--- config.mk ---
export PLATFORM = sky130hd
export DESIGN_NAME = spi_slave_shifter
export DESIGN_NICKNAME = d
export VERILOG_FILES = /design/src/rtl/spi_slave_shifter.sv
export SDC_FILE = /design/constraint.sdc
export NUM_CORES = 1
export LEC_CHECK = 0
export BUFFER_PORTS_ARGS = -buffer_cell sky130_fd_sc_hd__buf_2
export CAP_MARGIN = 30
export CORE_AREA = 2 2 62 93
export CTS_CLUSTER_DIAMETER = 150
export DETAILED_ROUTE_END_ITERATION = 7
export DIE_AREA = 0 0 64 95
export PLACE_DENSITY = 0.74
export SETUP_SLACK_MARGIN = 0.05
export SLEW_MARGIN = 20
export SYNTH_ARGS = -nofsm -noshare
export SYNTH_HDL_FRONTEND = slang
export SYNTH_SLANG_ARGS = --single-unit
export TNS_END_PERCENT = 20
--- constraint.sdc ---
create_clock -name pclk -period 2.5 [get_ports pclk]
set_input_delay 0.5 -clock pclk [delete_from_list [all_inputs] [get_ports pclk]]
set_output_delay 0.5 -clock pclk [all_outputs]
set_load 0.005 [all_outputs]
--- src/rtl/spi_slave_shifter.sv ---
// rtl/spi_slave_shifter.sv - pclk-domain SPI slave byte shifter, modes 0-3, MSB/LSB first
//
// Ports:
//   pclk, presetn            system clock, asynchronous active-low reset
//   sclk_in, ss_in, mosi_in  raw SPI pins from the master, synchronized here
//   spimode[1:0], lsbfe      {CPOL,CPHA} and bit order, captured at ss falling
//   spiswai                  wait mode: new frames are ignored
//   tx_data, tx_load         transmit buffer write strobe
//   miso_out, miso_oe        serial data to the master and its drive enable
//   rx_data, rx_valid        last received byte and its one-cycle update strobe
//   tx_empty, tx_underrun    buffer status, byte-started-empty strobe
//   frame_abort, busy        partial-byte deselect strobe, frame in progress

module spi_slave_shifter (
  input  logic       pclk,
  input  logic       presetn,
  input  logic       sclk_in,
  input  logic       ss_in,
  input  logic       mosi_in,
  input  logic [1:0] spimode,
  input  logic       lsbfe,
  input  logic       spiswai,
  input  logic [7:0] tx_data,
  input  logic       tx_load,
  output logic       miso_out,
  output logic       miso_oe,
  output logic [7:0] rx_data,
  output logic       rx_valid,
  output logic       tx_empty,
  output logic       tx_underrun,
  output logic       frame_abort,
  output logic       busy
);

  typedef enum logic {IDLE = 1'b0, ACTIVE = 1'b1} state_t;

  state_t     state_q, state_d;
  logic [2:0] sclk_sync_q, sclk_sync_d;
  logic [2:0] ss_sync_q, ss_sync_d;
  logic [1:0] mosi_sync_q, mosi_sync_d;
  logic [1:0] settle_q, settle_d;
  logic       armed_q, armed_d;
  logic       cpol_q, cpol_d;
  logic       cpha_q, cpha_d;
  logic       lsb_q, lsb_d;
  logic       first_q, first_d;
  logic       und_pend_q, und_pend_d;
  logic [2:0] cnt_q, cnt_d;
  logic [7:0] rx_sr_q, rx_sr_d;
  logic [7:0] rx_data_q, rx_data_d;
  logic       rx_valid_q, rx_valid_d;
  logic [7:0] tx_buf_q, tx_buf_d;
  logic       tx_empty_q, tx_empty_d;
  logic [7:0] tx_sr_q, tx_sr_d;
  logic       tx_underrun_q, tx_underrun_d;
  logic       frame_abort_q, frame_abort_d;
  logic       miso_q, miso_d;

  logic       sclk_rise, sclk_fall, lead_edge, trail_edge, sample_edge, shift_edge;
  logic       ss_fall, ss_rise, mosi_s;
  logic [7:0] load_val;
  logic       load_now;

  function automatic logic out_bit(input logic [7:0] v, input logic lsb);
    return lsb ? v[0] : v[7];
  endfunction

  // [1] is the synchronized value, [2] the extra copy used for edge detection
  assign sclk_rise   = sclk_sync_q[1] & ~sclk_sync_q[2];
  assign sclk_fall   = ~sclk_sync_q[1] & sclk_sync_q[2];
  assign lead_edge   = cpol_q ? sclk_fall : sclk_rise;
  assign trail_edge  = cpol_q ? sclk_rise : sclk_fall;
  assign sample_edge = cpha_q ? trail_edge : lead_edge;
  assign shift_edge  = cpha_q ? lead_edge : trail_edge;
  // ss sync resets high, so a select already held low across reset release
  // would look like a falling edge; armed_q only rises once the synchronizer
  // carries real samples and has seen ss high.
  assign ss_fall     = armed_q & ~ss_sync_q[1] & ss_sync_q[2];
  assign ss_rise     = ss_sync_q[1] & ~ss_sync_q[2];
  assign mosi_s      = mosi_sync_q[1];
  assign load_val    = tx_empty_q ? 8'h00 : tx_buf_q;

  always_comb begin
    sclk_sync_d   = {sclk_sync_q[1:0], sclk_in};
    ss_sync_d     = {ss_sync_q[1:0], ss_in};
    mosi_sync_d   = {mosi_sync_q[0], mosi_in};
    settle_d      = {settle_q[0], 1'b1};
    armed_d       = armed_q | (settle_q[1] & ss_sync_q[1]);
    state_d       = state_q;
    cpol_d        = cpol_q;
    cpha_d        = cpha_q;
    lsb_d         = lsb_q;
    first_d       = first_q;
    und_pend_d    = und_pend_q;
    cnt_d         = cnt_q;
    rx_sr_d       = rx_sr_q;
    rx_data_d     = rx_data_q;
    rx_valid_d    = 1'b0;
    tx_buf_d      = tx_buf_q;
    tx_empty_d    = tx_empty_q;
    tx_sr_d       = tx_sr_q;
    tx_underrun_d = 1'b0;
    frame_abort_d = 1'b0;
    miso_d        = miso_q;
    load_now      = 1'b0;

    case (state_q)
      IDLE: begin
        miso_d = 1'b0;
        if (ss_fall && !spiswai) begin
          state_d       = ACTIVE;
          cpol_d        = spimode[1];
          cpha_d        = spimode[0];
          lsb_d         = lsbfe;
          cnt_d         = 3'd0;
          first_d       = spimode[0];
          load_now      = 1'b1;
          tx_underrun_d = tx_empty_q;
          // CPHA=0 must present the first bit before the first sclk edge
          if (!spimode[0]) miso_d = out_bit(load_val, lsbfe);
        end
      end
      ACTIVE: begin
        if (ss_rise) begin
          state_d       = IDLE;
          miso_d        = 1'b0;
          cnt_d         = 3'd0;
          first_d       = 1'b0;
          und_pend_d    = 1'b0;
          frame_abort_d = (cnt_q != 3'd0);
        end else if (sample_edge) begin
          rx_sr_d = lsb_q ? {mosi_s, rx_sr_q[7:1]} : {rx_sr_q[6:0], mosi_s};
          cnt_d   = cnt_q + 3'd1;
          if (cnt_q == 3'd7) begin
            rx_data_d  = rx_sr_d;
            rx_valid_d = 1'b1;
          end
          // a reloaded byte only counts as started once its first bit is clocked
          if (und_pend_q) begin
            tx_underrun_d = 1'b1;
            und_pend_d    = 1'b0;
          end
        end else if (shift_edge) begin
          if (first_q) begin
            // CPHA=1: byte already loaded at select, just drive its first bit
            miso_d  = out_bit(tx_sr_q, lsb_q);
            first_d = 1'b0;
          end else if (cnt_q == 3'd0) begin
            load_now   = 1'b1;
            und_pend_d = tx_empty_q;
            miso_d     = out_bit(load_val, lsb_q);
          end else begin
            tx_sr_d = lsb_q ? {1'b0, tx_sr_q[7:1]} : {tx_sr_q[6:0], 1'b0};
            miso_d  = out_bit(tx_sr_d, lsb_q);
          end
        end
      end
      default: state_d = IDLE;
    endcase

    if (load_now) begin
      tx_sr_d    = load_val;
      tx_empty_d = 1'b1;
    end
    // a write in the same cycle as a load stays buffered for the next byte
    if (tx_load) begin
      tx_buf_d   = tx_data;
      tx_empty_d = 1'b0;
    end
  end

  always_ff @(posedge pclk or negedge presetn) begin
    if (!presetn) begin
      state_q       <= IDLE;
      sclk_sync_q   <= 3'b000;
      ss_sync_q     <= 3'b111;
      mosi_sync_q   <= 2'b00;
      settle_q      <= 2'b00;
      armed_q       <= 1'b0;
      cpol_q        <= 1'b0;
      cpha_q        <= 1'b0;
      lsb_q         <= 1'b0;
      first_q       <= 1'b0;
      und_pend_q    <= 1'b0;
      cnt_q         <= 3'd0;
      rx_sr_q       <= 8'h00;
      rx_data_q     <= 8'h00;
      rx_valid_q    <= 1'b0;
      tx_buf_q      <= 8'h00;
      tx_empty_q    <= 1'b1;
      tx_sr_q       <= 8'h00;
      tx_underrun_q <= 1'b0;
      frame_abort_q <= 1'b0;
      miso_q        <= 1'b0;
    end else begin
      state_q       <= state_d;
      sclk_sync_q   <= sclk_sync_d;
      ss_sync_q     <= ss_sync_d;
      mosi_sync_q   <= mosi_sync_d;
      settle_q      <= settle_d;
      armed_q       <= armed_d;
      cpol_q        <= cpol_d;
      cpha_q        <= cpha_d;
      lsb_q         <= lsb_d;
      first_q       <= first_d;
      und_pend_q    <= und_pend_d;
      cnt_q         <= cnt_d;
      rx_sr_q       <= rx_sr_d;
      rx_data_q     <= rx_data_d;
      rx_valid_q    <= rx_valid_d;
      tx_buf_q      <= tx_buf_d;
      tx_empty_q    <= tx_empty_d;
      tx_sr_q       <= tx_sr_d;
      tx_underrun_q <= tx_underrun_d;
      frame_abort_q <= frame_abort_d;
      miso_q        <= miso_d;
    end
  end

  assign miso_out    = miso_q;
  assign miso_oe     = (state_q == ACTIVE);
  assign busy        = (state_q == ACTIVE);
  assign rx_data     = rx_data_q;
  assign rx_valid    = rx_valid_q;
  assign tx_empty    = tx_empty_q;
  assign tx_underrun = tx_underrun_q;
  assign frame_abort = frame_abort_q;

endmodule

== After elaboration in Yosys (flattened, before gate mapping) ==
Cells that the tools add are included.
Cells by class
  $add $sub $neg: 1
  equality and inequality tests: 10
  muxes and demuxes: 62
  bitwise logic cells: 13
  reduce and logical (&&, ||, !) cells: 17
Operator list (number)
  $mux 8: 10
  $mux 1: 43
  $pmux 1 s2: 5
  $mux 3: 3
  $ne 3x1->1 const B: 3
  $reduce_bool 3->1: 3
  $reduce_and 4->1: 2
  $and 1x1->1: 6
  $ne 2x1->1 const B: 3
  $not 1->1: 6
  $pmux 3 s2: 1
  $reduce_and 2->1: 3
  $reduce_and 3->1: 2
  $reduce_and 6->1: 1
  $reduce_bool 2->1: 3
  $ne 2x2->1 const B: 2
  $add 3x1->3 const B: 1
  $eq 3x3->1 const B: 1
  $logic_not 3->1: 1
  $ne 3x2->1 const B: 1
  $logic_and 1x1->1: 1
  $logic_not 1->1: 1
  $or 1x1->1: 1
Word-level totals
  register bits: 57
  bits of input ports: 18
  output and inout port bits: 15

== Longest topological paths before layout ==
  word-level depth: 10
  gate-level depth with buffers: 8
  depth with buffers taken out: 7

== Worst setup path after synthesis ==
Ideal clock, no wire load.
  kind: register to register
  start: reg cpha_q
  end: reg cnt_q[1]
  arrival: 1590 ps
  required time: 2379 ps
  slack: 789 ps
  cell stages (with the launch flop): 7
  path buffers: 2
  period minus slack after synthesis: 1711 ps
  path through: dfrtp_1 -> xor2_1 -> mux2_2 -> and2b_1 -> buf_6 -> buf_6 -> a22o_1
Between the ends
  longest elaborated chain between the ends: 3
Ends and longest elaborated chain
  from (decl): line 44  | logic cpha_q, cpha_d;
  from (signal assigned): line 203  | cpha_q <= cpha_d;
  $mux 1: line 73  | assign sample_edge = cpha_q ? trail_edge : lead_edge;
  $ne 3x1->1 (no line)
  $reduce_and 2->1 (no line)
  to (signal assigned): line 207  | cnt_q <= cnt_d;
  to (decl): line 48  | logic [2:0] cnt_q, cnt_d;
Every way passes these cells.
A chain may end at the register's enable or synchronous reset.

== Worst setup path in the final report ==
  start: reg cpha_q
  end: reg tx_sr_q[2]
Between the ends
  longest elaborated chain between the ends: 7
Ends and longest elaborated chain
  $mux 1: line 74  | assign shift_edge = cpha_q ? lead_edge : trail_edge;
  $mux 1: line 143  | end else if (shift_edge) begin
  $mux 1: line 131  | end else if (sample_edge) begin
  $mux 1: line 124  | if (ss_rise) begin
  $pmux 1 s2: line 107  | case (state_q)
  $ne 2x2->1 (no line), or another cell as far along
  $reduce_and 6->1 (no line)
  to (signal assigned): line 213  | tx_sr_q <= tx_sr_d;
  to (decl): line 54  | logic [7:0] tx_sr_q, tx_sr_d;
Parallel ways exist; a longest one is shown, timed or not.

==> run metrics <==
run status=finished, final reports clean; DP Worst Slack=0.551 ns; Syn Nets=236; number of buffers between clock root and the deepest sink=2; leakage power figure=1.44 nW; sort of element at the end of the critical path=flop; Final Hold Viols=0; worst max-slew margin expressed relative to the limit=58.0%; startpoint of the most critical setup path=cpha_q$_DFFE_PN0P_; WL/cell=15.1 µm; ratio of cells with drive above 1 in the final layout=28.9%; violation count after the first detailed-route iteration=76; clock root cell=sky130_fd_sc_hd__clkbuf_8; wire length of the first global-routing pass=8110 µm; initial antenna violation count=0; vias per inst=5.17; type of element launching the critical path=flop; final net count=272; number of resized instances in the post-cts repair step=0; number of port buffers=32; EDFF count, synth=0; sequential fraction of the synthesis area=56.4%; pins over their slew limit=0; RR Endpoint=tx_sr_q[2]$_DFFE_PN0P_; clock input transition at the sequential cells of the worst setup and hold paths=0.06 ns; dominant cells by area after synthesis=sky130_fd_sc_hd__dfrtp_1 52%, sky130_fd_sc_hd__mux2i_1 11%, sky130_fd_sc_hd__mux2_2 7.1%; maximum ir drop on the vdd rail=479 µV; post-synthesis cell type with the largest combined area=sky130_fd_sc_hd__dfrtp_1; Worst R2R Start=cpha_q$_DFFE_PN0P_; Yosys reg bits=57; share of flip-flops with an asynchronous set or reset after synthesis=100%; timing-limited maximum frequency=534 MHz; min-delay worst type=in2async; post-detailed-route DRC marker count=0; pin count of the biggest net entering global routing=37; Worst Tran Pin Value=0.630 ns; fill cell count=430; Die X-Extent=64 µm; worst endpoint required time=2.75 ns; GR Util All Layers=18.0%; minimum setup slack among reg-to-reg paths=0.63 ns; maximum fanout along the worst path=9; Core Area=5330 µm²; Final Power=2.77 mW; clock period minus worst slack=1.87 ns; average cell area after synthesis=11.8 µm²; worst-skew pair later-pin latency=0.33 ns; via count of the first global-routing pass=1738; count of vias placed by the detailed router=1685; detailed-router iteration count before antenna repair=4; number of buffers added by the clock tree synthesis step=9; number of warning messages in the yosys log=0; share of the cycle needed by the critical path after routing=74.9%; TritonCTS clock tree=done; post-synthesis to final-layout area growth=16.3%; remaining antenna violation count=0; number of top-level pins=33; endpoints failing setup=0; Final TNS setup=0 ns; number of instances in the synthesized netlist=215; count of antenna diodes in the layout=0; die area=6080 µm²; number of cells traversed by the worst register-to-register path=6; leading cell type by number of instances after synthesis=sky130_fd_sc_hd__dfrtp_1; total overflow reported by the global router=0; Crit Path Category=reg2reg; DP Wirelength=3380 µm; count of distinct cell types in the synthesized netlist=31; Row Count=33; TritonCTS sink count=57; Chip Height=95 µm; buffers inserted during post-CTS setup optimization=0; minimum setup slack in the final design=0.627 ns; power per cell area=937 nW/µm²; area share of the largest cell type after synthesis=52.3%; Clock Skews=0.00507 ns; leading register cell type out of synthesis=sky130_fd_sc_hd__dfrtp_1; most used standard cells in the synthesized netlist=53 x sky130_fd_sc_hd__dfrtp_1, 28 x sky130_fd_sc_hd__mux2i_1, 22 x sky130_fd_sc_hd__nand2_1; setup repair after global routing missed its margin=no; Final GP Congestion=0.773; data arrival time of the worst path=2.13 ns; sum of routed wire length over all layers=4910 µm; level count of the clock H-tree=3; starting utilization of the core area=47.6%; number of hold buffers added after CTS=0; summed instance area of the synthesized netlist=2540 µm²; max cap viols=0
metal layers:
metal	track usage, %	share of wire (%)
met2	30.6	53
met4	9.78	2.0
met3	5.36	3.8
met5	0	0
met1	20.2	42
sequential cells by signal, summed over array words and instances, names as in the netlist:
name	count
sclk_sync_q	3
miso_out	1
lsb_q	1
tx_empty	1
rx_sr_q	8
tx_buf_q	8
mosi_sync_q	2
armed_q	1
frame_abort	1
cpha_q	1
rx_data	8
cnt_q	3
cpol_q	1
tx_sr_q	8
und_pend_q	1
ss_sync_q	3
tx_underrun	1
settle_q	2
first_q	1
rx_valid	1
busy	1
per-stage QoR:
stage | instance area [µm²] | cells | util (%) | hold slack, ns
4_1_cts | 2950 | 326 | 55.4 | 0.190
3_5_place_dp | 2740 | 310 | 51.5 | 0.336
6_report | 2950 | 326 | 55.4 | 0.182
3_3_place_gp | 2740 | 310 | 51.5 | 0.333
5_1_grt | 2950 | 326 | 55.4 | 0.226
2_1_floorplan | 2540 | 215 | - | 0.204
logic make-up (layout without fill, tap and decap cells):
| logic type | after synthesis | in the layout | share of synthesized area [%] |
|---|---|---|---|
| AOI/OAI and AO/OA | 38 | 38 | 8.88 |
| buffers and inverters | 17 | 58 | 4.34 |
| adders and majority gates | 3 | 3 | 1.48 |
| xor gates and xnor gates | 1 | 1 | 0.345 |
| and+or+nand+nor | 54 | 54 | 10.2 |
| other | 1 | 1 | 0.148 |
| muxes | 44 | 44 | 18.2 |
| DFF | 57 | 57 | 56.4 |
cells in the final DEF (no fill, tap or decap), types with 3 or more instances in the layout:
cell / Yosys / final
sky130_fd_sc_hd__dfrtp_1: 53 / 53
sky130_fd_sc_hd__a31oi_1: 8 / 8
sky130_fd_sc_hd__ha_1: 3 / 3
sky130_fd_sc_hd__buf_2: 4 / 32
sky130_fd_sc_hd__nor2_1: 16 / 16
sky130_fd_sc_hd__mux2_2: 16 / 16
sky130_fd_sc_hd__a22o_1: 3 / 3
sky130_fd_sc_hd__nand2_1: 22 / 22
sky130_fd_sc_hd__clkbuf_8: 0 / 12
sky130_fd_sc_hd__inv_1: 5 / 5
sky130_fd_sc_hd__a21oi_1: 19 / 19
sky130_fd_sc_hd__buf_4: 1 / 4
sky130_fd_sc_hd__dfstp_2: 4 / 4
sky130_fd_sc_hd__nand2b_1: 4 / 4
sky130_fd_sc_hd__mux2i_1: 28 / 28
sky130_fd_sc_hd__o21ai_0: 4 / 4
worst max-delay path by stage:
stage / end / depth (start not counted)
floorplan: cnt_q[1]$_DFFE_PN0P_ / 6
global placement: tx_sr_q[4]$_DFFE_PN0P_ / 7
detailed placement: tx_sr_q[7]$_DFFE_PN0P_ / 7
CTS: tx_sr_q[2]$_DFFE_PN0P_ / 6
global route: tx_sr_q[0]$_DFFE_PN0P_ / 6
finish: tx_sr_q[2]$_DFFE_PN0P_ / 6
power breakdown:
| group | switching (mW) | total [mW] | internal [mW] | leakage [nW] |
|---|---|---|---|---|
| combinational | 0.304 | 0.604 | 0.300 | 0.626 |
| clock | 0.351 | 0.892 | 0.541 | 0.107 |
| sequential | 0.159 | 1.27 | 1.11 | 0.704 |
critical path, stage by stage, from the launching register on:
cell                      delay [ns]
sky130_fd_sc_hd__dfrtp_1        0.38
sky130_fd_sc_hd__xor2_1         0.25
sky130_fd_sc_hd__mux2i_1        0.42
sky130_fd_sc_hd__nor3_1         0.13
sky130_fd_sc_hd__a21oi_1        0.17
sky130_fd_sc_hd__buf_4          0.22
sky130_fd_sc_hd__mux2i_1        0.22
cell type report:
type	count	area, µm²	area share [%]
well taps	70	87.6	2.97
flip-flops and latches	57	1430	48.5
inverters	5	18.8	0.636
repair buffers	37	210	7.12
clock buffers	14	173	5.85
clock inverters	2	35.0	1.19
multi-input cells	141	995	33.7
No activity file was read; power rests on OpenSTA's default activity.
